$ cat src/rtl/corona_pkg.sv
// Shared constants, play-area bounds and FSM state type for the
// corona respawn path.
package corona_pkg;

    localparam int NUM_CORONAS = 10;
    localparam int COORD_W     = 11;
    localparam int IDX_W       = 4;

    localparam logic [IDX_W-1:0] NO_CORONA = 4'hF;

    localparam int RESPAWN_FRAMES_DEF = 60;
    localparam int MAX_RETRY_DEF      = 7;

    localparam logic [COORD_W-1:0] PLAY_X_MIN = 11'd32;
    localparam logic [COORD_W-1:0] PLAY_X_MAX = 11'd575;
    localparam logic [COORD_W-1:0] PLAY_Y_MIN = 11'd64;
    localparam logic [COORD_W-1:0] PLAY_Y_MAX = 11'd415;

    typedef enum logic [2:0] {
        ST_IDLE,
        ST_SAMPLE,
        ST_CHECK,
        ST_OFFER,
        ST_GAP
    } state_e;

    function automatic logic [COORD_W-1:0] clamp_coord(
        input logic [COORD_W-1:0] v,
        input logic [COORD_W-1:0] lo,
        input logic [COORD_W-1:0] hi
    );
        if (v < lo) return lo;
        if (v > hi) return hi;
        return v;
    endfunction

endpackage

$ cat src/rtl/rr_slot_picker.sv
// Rotating-priority encoder: first set bit of i_eligible searching
// upward from (i_ptr+1) mod N.
module rr_slot_picker
    import corona_pkg::*;
#(
    parameter int N = NUM_CORONAS
) (
    input  logic [N-1:0]     i_eligible,
    input  logic [IDX_W-1:0] i_ptr,
    output logic             o_found,
    output logic [IDX_W-1:0] o_index
);

    int               w_j;
    logic [IDX_W-1:0] w_jj;
    logic [N-1:0]     w_sh;

    // Walk from farthest to nearest so the nearest hit is assigned last.
    always_comb begin
        o_found = 1'b0;
        o_index = '0;
        w_j     = 0;
        w_jj    = '0;
        w_sh    = '0;
        for (int i = N; i >= 1; i--) begin
            w_j = int'(i_ptr) + i;
            if (w_j >= N) w_j = w_j - N;
            w_jj = IDX_W'(w_j);
            w_sh = i_eligible >> w_jj;
            if (w_sh[0]) begin
                o_found = 1'b1;
                o_index = w_jj;
            end
        end
    end

endmodule

$ cat src/rtl/corona_spawn_scheduler.sv
// Tracks alive coronas and their respawn cooldowns, and offers at most
// one in-bounds respawn per video frame over a valid/ready handshake.
module corona_spawn_scheduler
    import corona_pkg::*;
#(
    parameter int                 NUM_SLOTS      = NUM_CORONAS,
    parameter int                 RESPAWN_FRAMES = RESPAWN_FRAMES_DEF,
    parameter int                 MAX_RETRY      = MAX_RETRY_DEF,
    parameter logic [COORD_W-1:0] X_MIN          = PLAY_X_MIN,
    parameter logic [COORD_W-1:0] X_MAX          = PLAY_X_MAX,
    parameter logic [COORD_W-1:0] Y_MIN          = PLAY_Y_MIN,
    parameter logic [COORD_W-1:0] Y_MAX          = PLAY_Y_MAX
) (
    input  logic                 i_clk,
    input  logic                 i_reset,
    input  logic                 i_start_of_frame,
    input  logic                 i_enable,
    input  logic                 i_kill_valid,
    input  logic [IDX_W-1:0]     i_kill_index,
    input  logic [COORD_W-1:0]   i_rand_x,
    input  logic [COORD_W-1:0]   i_rand_y,
    input  logic                 i_spawn_ready,
    output logic                 o_spawn_valid,
    output logic [IDX_W-1:0]     o_spawn_index,
    output logic [COORD_W-1:0]   o_spawn_x,
    output logic [COORD_W-1:0]   o_spawn_y,
    output logic [NUM_SLOTS-1:0] o_alive,
    output logic [IDX_W-1:0]     o_alive_count
);

    localparam int CD_W = $clog2(RESPAWN_FRAMES + 1);
    localparam int RT_W = $clog2(MAX_RETRY + 1);
    localparam logic [CD_W-1:0]  CD_LOAD = CD_W'(RESPAWN_FRAMES);
    localparam logic [RT_W-1:0]  RT_MAX  = RT_W'(MAX_RETRY);
    localparam logic [IDX_W-1:0] PTR_RST = IDX_W'(NUM_SLOTS - 1);

    state_e               r_state;
    state_e               w_next;
    logic [NUM_SLOTS-1:0] r_alive;
    logic [CD_W-1:0]      r_cd [NUM_SLOTS];
    logic [IDX_W-1:0]     r_rr_ptr;
    logic [IDX_W-1:0]     r_slot;
    logic [RT_W-1:0]      r_retry;
    logic [COORD_W-1:0]   r_x;
    logic [COORD_W-1:0]   r_y;

    logic [NUM_SLOTS-1:0] w_eligible;
    logic                 w_found;
    logic [IDX_W-1:0]     w_pick;
    logic                 w_in_bounds;
    logic                 w_fire;
    logic                 w_start;

    always_comb begin
        w_eligible = '0;
        for (int i = 0; i < NUM_SLOTS; i++)
            w_eligible[i] = !r_alive[i] && (r_cd[i] == '0);
    end

    rr_slot_picker #(
        .N (NUM_SLOTS)
    ) u_picker (
        .i_eligible (w_eligible),
        .i_ptr      (r_rr_ptr),
        .o_found    (w_found),
        .o_index    (w_pick)
    );

    assign w_in_bounds = (r_x >= X_MIN) && (r_x <= X_MAX) &&
                         (r_y >= Y_MIN) && (r_y <= Y_MAX);
    assign w_fire  = (r_state == ST_OFFER) && i_spawn_ready;
    assign w_start = i_enable && w_found;

    always_comb begin
        w_next = r_state;
        unique case (r_state)
            ST_IDLE:   if (w_start) w_next = ST_SAMPLE;
            ST_SAMPLE: w_next = ST_CHECK;
            ST_CHECK:
                if (w_in_bounds || r_retry >= RT_MAX) w_next = ST_OFFER;
                else w_next = ST_SAMPLE;
            ST_OFFER:  if (i_spawn_ready) w_next = ST_GAP;
            ST_GAP:    if (i_start_of_frame) w_next = ST_IDLE;
            default:   w_next = ST_IDLE;
        endcase
    end

    always_ff @(posedge i_clk or posedge i_reset) begin
        if (i_reset) begin
            r_state  <= ST_IDLE;
            r_slot   <= '0;
            r_retry  <= '0;
            r_x      <= '0;
            r_y      <= '0;
            r_rr_ptr <= PTR_RST;
        end else begin
            r_state <= w_next;
            case (r_state)
                ST_IDLE:
                    if (w_start) begin
                        r_slot  <= w_pick;
                        r_retry <= '0;
                    end
                ST_SAMPLE: begin
                    r_x <= i_rand_x;
                    r_y <= i_rand_y;
                end
                ST_CHECK:
                    if (!w_in_bounds) begin
                        if (r_retry < RT_MAX) begin
                            r_retry <= r_retry + 1'b1;
                        end else begin
                            r_x <= clamp_coord(r_x, X_MIN, X_MAX);
                            r_y <= clamp_coord(r_y, Y_MIN, Y_MAX);
                        end
                    end
                ST_OFFER:
                    if (i_spawn_ready) r_rr_ptr <= r_slot;
                default: ;
            endcase
        end
    end

    // Kills only hit alive slots, so a pending or cooling slot is never reloaded.
    always_ff @(posedge i_clk or posedge i_reset) begin
        if (i_reset) begin
            r_alive <= '0;
            for (int i = 0; i < NUM_SLOTS; i++) r_cd[i] <= '0;
        end else begin
            for (int i = 0; i < NUM_SLOTS; i++) begin
                if (i_kill_valid && i_kill_index == IDX_W'(i) && r_alive[i]) begin
                    r_alive[i] <= 1'b0;
                    r_cd[i]    <= CD_LOAD;
                end else begin
                    if (w_fire && r_slot == IDX_W'(i))
                        r_alive[i] <= 1'b1;
                    if (i_start_of_frame && !r_alive[i] && r_cd[i] != '0)
                        r_cd[i] <= r_cd[i] - 1'b1;
                end
            end
        end
    end

    always_comb begin
        o_alive_count = '0;
        for (int i = 0; i < NUM_SLOTS; i++)
            o_alive_count = o_alive_count + IDX_W'(r_alive[i]);
    end

    assign o_spawn_valid = (r_state == ST_OFFER);
    assign o_spawn_index = r_slot;
    assign o_spawn_x     = r_x;
    assign o_spawn_y     = r_y;
    assign o_alive       = r_alive;

endmodule

$ cat config.mk
export PLATFORM = sky130hd
export DESIGN_NAME = corona_spawn_scheduler
export DESIGN_NICKNAME = d
export VERILOG_FILES = /design/src/rtl/corona_pkg.sv /design/src/rtl/rr_slot_picker.sv /design/src/rtl/corona_spawn_scheduler.sv
export SDC_FILE = /design/constraint.sdc
export NUM_CORES = 1
export LEC_CHECK = 0
export CAP_MARGIN = 20
export CORE_UTILIZATION = 48
export CTS_CLUSTER_DIAMETER = 60
export DETAILED_ROUTE_END_ITERATION = 8
export PLACE_DENSITY = 0.68
export SLEW_MARGIN = 25
export SYNTH_ARGS = -nofsm -noshare
export SYNTH_HDL_FRONTEND = slang
export SYNTH_SLANG_ARGS = --single-unit
$ cat constraint.sdc
create_clock -name i_clk -period 12.04 [get_ports i_clk]
set_clock_uncertainty 0.2 [all_clocks]
set_input_delay 2.408 -clock i_clk [delete_from_list [all_inputs] [get_ports i_clk]]
set_output_delay 2.408 -clock i_clk [all_outputs]
set_load 0.01 [all_outputs]
==> metrics.txt <==
Root Driver=clkbuf_16; Sequential Area=0.00266 sq mm; Worst setup SP type=flop; crit path DAT=3740 ps; CP Data Required Time=9430 ps; Sum Neg Setup Slack=0 ps; Initial Util=0.498; post-synthesis register bit count=106; Post-synth ARST share=1.00; Post-synth top flop=dfrtp_1; CTS tree=yes; switch share=0.475; grt total ovfl=0; area share of the largest cell type after synthesis=0.312; drt initial violations=545; CTS Buffer Depth=2; final hold vios=0; area leader, netlist=dfrtp_1; CP Cell Sequence=fa_1 -> inv_1 -> fa_1 -> fa_1 -> inv_1 -> ha_1 -> inv_1 -> fa_1 -> xnor2_1 -> clkdlybuf4s50_1; fin crit share=0.527; Max stage delay cell, worst path=fa_1; warnings from Yosys=0; Max Slew Vio Count=0; Clock transition at path regs=70 ps; die area=0.0179 sq mm; syn_nets=1043; IO buf count=72; Max Cap Viol=0; Die Y=134 microns; min Tclk post-route=6350 ps; row cnt=47; DR vias=7206; most frequent cells after synthesis=nand2_1 (110), dfrtp_1 (104), nor2_1 (89); post-layout net count=1099; placed insts=1223; RSZ-0062 raised after global routing=false; Setup crit end kind=primary output; Most common cell on crit path=fa_1; Mapped Cells=958; gr usage total=0.247; syn_area_per_cell=8.71 sq um; Final ANT Viol Nets=0; post-cts resize count=0; diodes inserted=0; drt drc=0; cts hold-fix bufs=0; layout filler cell count=1491; first-pass GRT wire length=35.1 mm; drt wl/cell=17.2 microns; status=completed; Seq pwr share=0.252; Crit Path Max Fanout=7; Area contributors post-synth=dfrtp_1 (31%), ha_1 (6.9%), nand2_1 (4.9%); antenna violations before repair=0; clock latency on the worst-skew pair=360 ps; worst setup path category=flop to primary output; total power per unit cell area=309 mW/mm^2; area occupied by multi-input gates=0.00528 sq mm; final setup fails=0; Post-synth EDFFs=0; width of the die=134 microns; core area=0.0168 sq mm; clock power share=0.103; Least-Margin Pin Slew=1050 ps; Non-Filler Instances=1239; CP bufs+invs=4; fmax=158 MHz; CTS Buf Count=9; Comb pwr share=0.645; vias in the first global route=6836; Worst path max stage delay=550 ps; Hold Crit Class=flop to flop; P_int=1540 uW; Layout area overhead=13.6%; num ports=73; count leader, synth=nand2_1; gp weighted congestion=0.921; CP delay by family, top=adder cells; clk sinks=106; share of cells above drive strength 1=0.0775; P_leak=0.00398 uW; VDD IR max=0.000383 V; sw power=1390 uW; post-synthesis sequential area ratio=0.318; postcts setup bufs=0; Cell Area, Synth=0.00834 sq mm; drt pass-1 iters=5; drt total wl=21.3 mm; Final HPWL DP=16.0 mm; vias per std cell=5.82; count of cell types in the netlist=100; H-tree depth=3; largest net degree at the start of global routing=64; slew margin rel.=0.299
-- metrics by stage --
stage                     cell area (sq um)  total power (uW)  hold slack, ps  setup slack, ps  utilization
final                                  9480              2930             283             5690        0.566
after floorplan                        8340              2080             262             6600            -
after CTS                              9480              2930             289             5650        0.566
after global routing                   9480              3190             307             5540        0.566
after detailed placement               9180              2600             277             6080        0.547
after global placement                 9180              2560             260             6110        0.547
-- registers in the layout, summed over array words and instances (netlist names) --
name,flops
r_cd,60
o_spawn_x,11
o_spawn_y,11
o_alive,10
o_spawn_index,4
r_rr_ptr,4
r_retry,3
r_state,3
-- area by class of cell --
class                   instances  share of cell area
multi-input cells             765               0.557
inverters                      56              0.0230
repair buffers                 76              0.0792
clock buffers                  11              0.0256
clock inverters                 5             0.00647
well taps                     220              0.0290
flip-flops and latches        106               0.280
-- worst register-to-register path, delay by kind of cell, from the launching register on --
family / cells / cell delay, ps
multiplexers: 1 / 320
adder cells (fa/ha/maj): 2 / 880
flip-flops: 1 / 1090
AO/OA/AOI/OAI: 3 / 1340
AND/OR/NAND/NOR: 5 / 910
buffers and inverters: 2 / 480
-- worst paths after layout --
kind,slack (ps),depth (start not counted),startpoint,end
setup / recovery,5690,10,o_alive[0]$_DFFE_PP0P_,o_alive_count[2]
setup reg to reg,6710,13,r_rr_ptr[0]$_DFFE_PP1P_,o_spawn_index[2]$_DFFE_PP0P_
min in group asynchronous,2250,2,i_reset,r_cd[42]$_DFFE_PP0P_
max in group asynchronous,8180,3,i_reset,r_cd[2]$_DFFE_PP0P_
hold reg to reg,280,2,o_spawn_y[4]$_DFFE_PP0P_,o_spawn_y[4]$_DFFE_PP0P_
hold / removal,280,2,o_spawn_y[4]$_DFFE_PP0P_,o_spawn_y[4]$_DFFE_PP0P_
-- power by group through the flow --
stage          Sequential, uW  Clock [uW]  Combinational, uW
4_1_cts                   738         311               1880
3_3_place_gp              738           0               1830
2_1_floorplan             703           0               1380
6_report                  739         302               1890
3_5_place_dp              740           0               1860
5_1_grt                   765         325               2100
-- logic make-up (layout without fill, tap and decap cells) --
logic type,Yosys count,after routing,share of synthesized area
adders and majority gates,53,53,0.0858
DFF,106,106,0.318
muxes,29,29,0.0480
xor gates and xnor gates,64,64,0.0690
buffers and inverters,87,148,0.0495
AOI/OAI and AO/OA,204,204,0.172
and+or+nand+nor,415,415,0.258
-- layout by cell type (no fill, tap or decap), types with 33 or more instances in the layout --
cell type	synthesis	final
ha_1	46	46
dfrtp_1	104	104
inv_1	51	50
xnor2_1	40	40
nand3_1	33	33
clkdlybuf4s50_1	0	72
nor3_1	47	47
a21oi_1	52	52
nor2_1	89	89
nand2_1	110	110
-- metal layers --
metal / global-route usage / wire [microns] / vias up
met2: 0.390 / 9830 / 155
met5: 0 / 0 / -
met4: 0.0909 / 488 / 0
met1: 0.338 / 10100 / 3479
met3: 0.0446 / 941 / 35
li1: - / - / 3537
No activity file was read; power rests on OpenSTA's default activity.
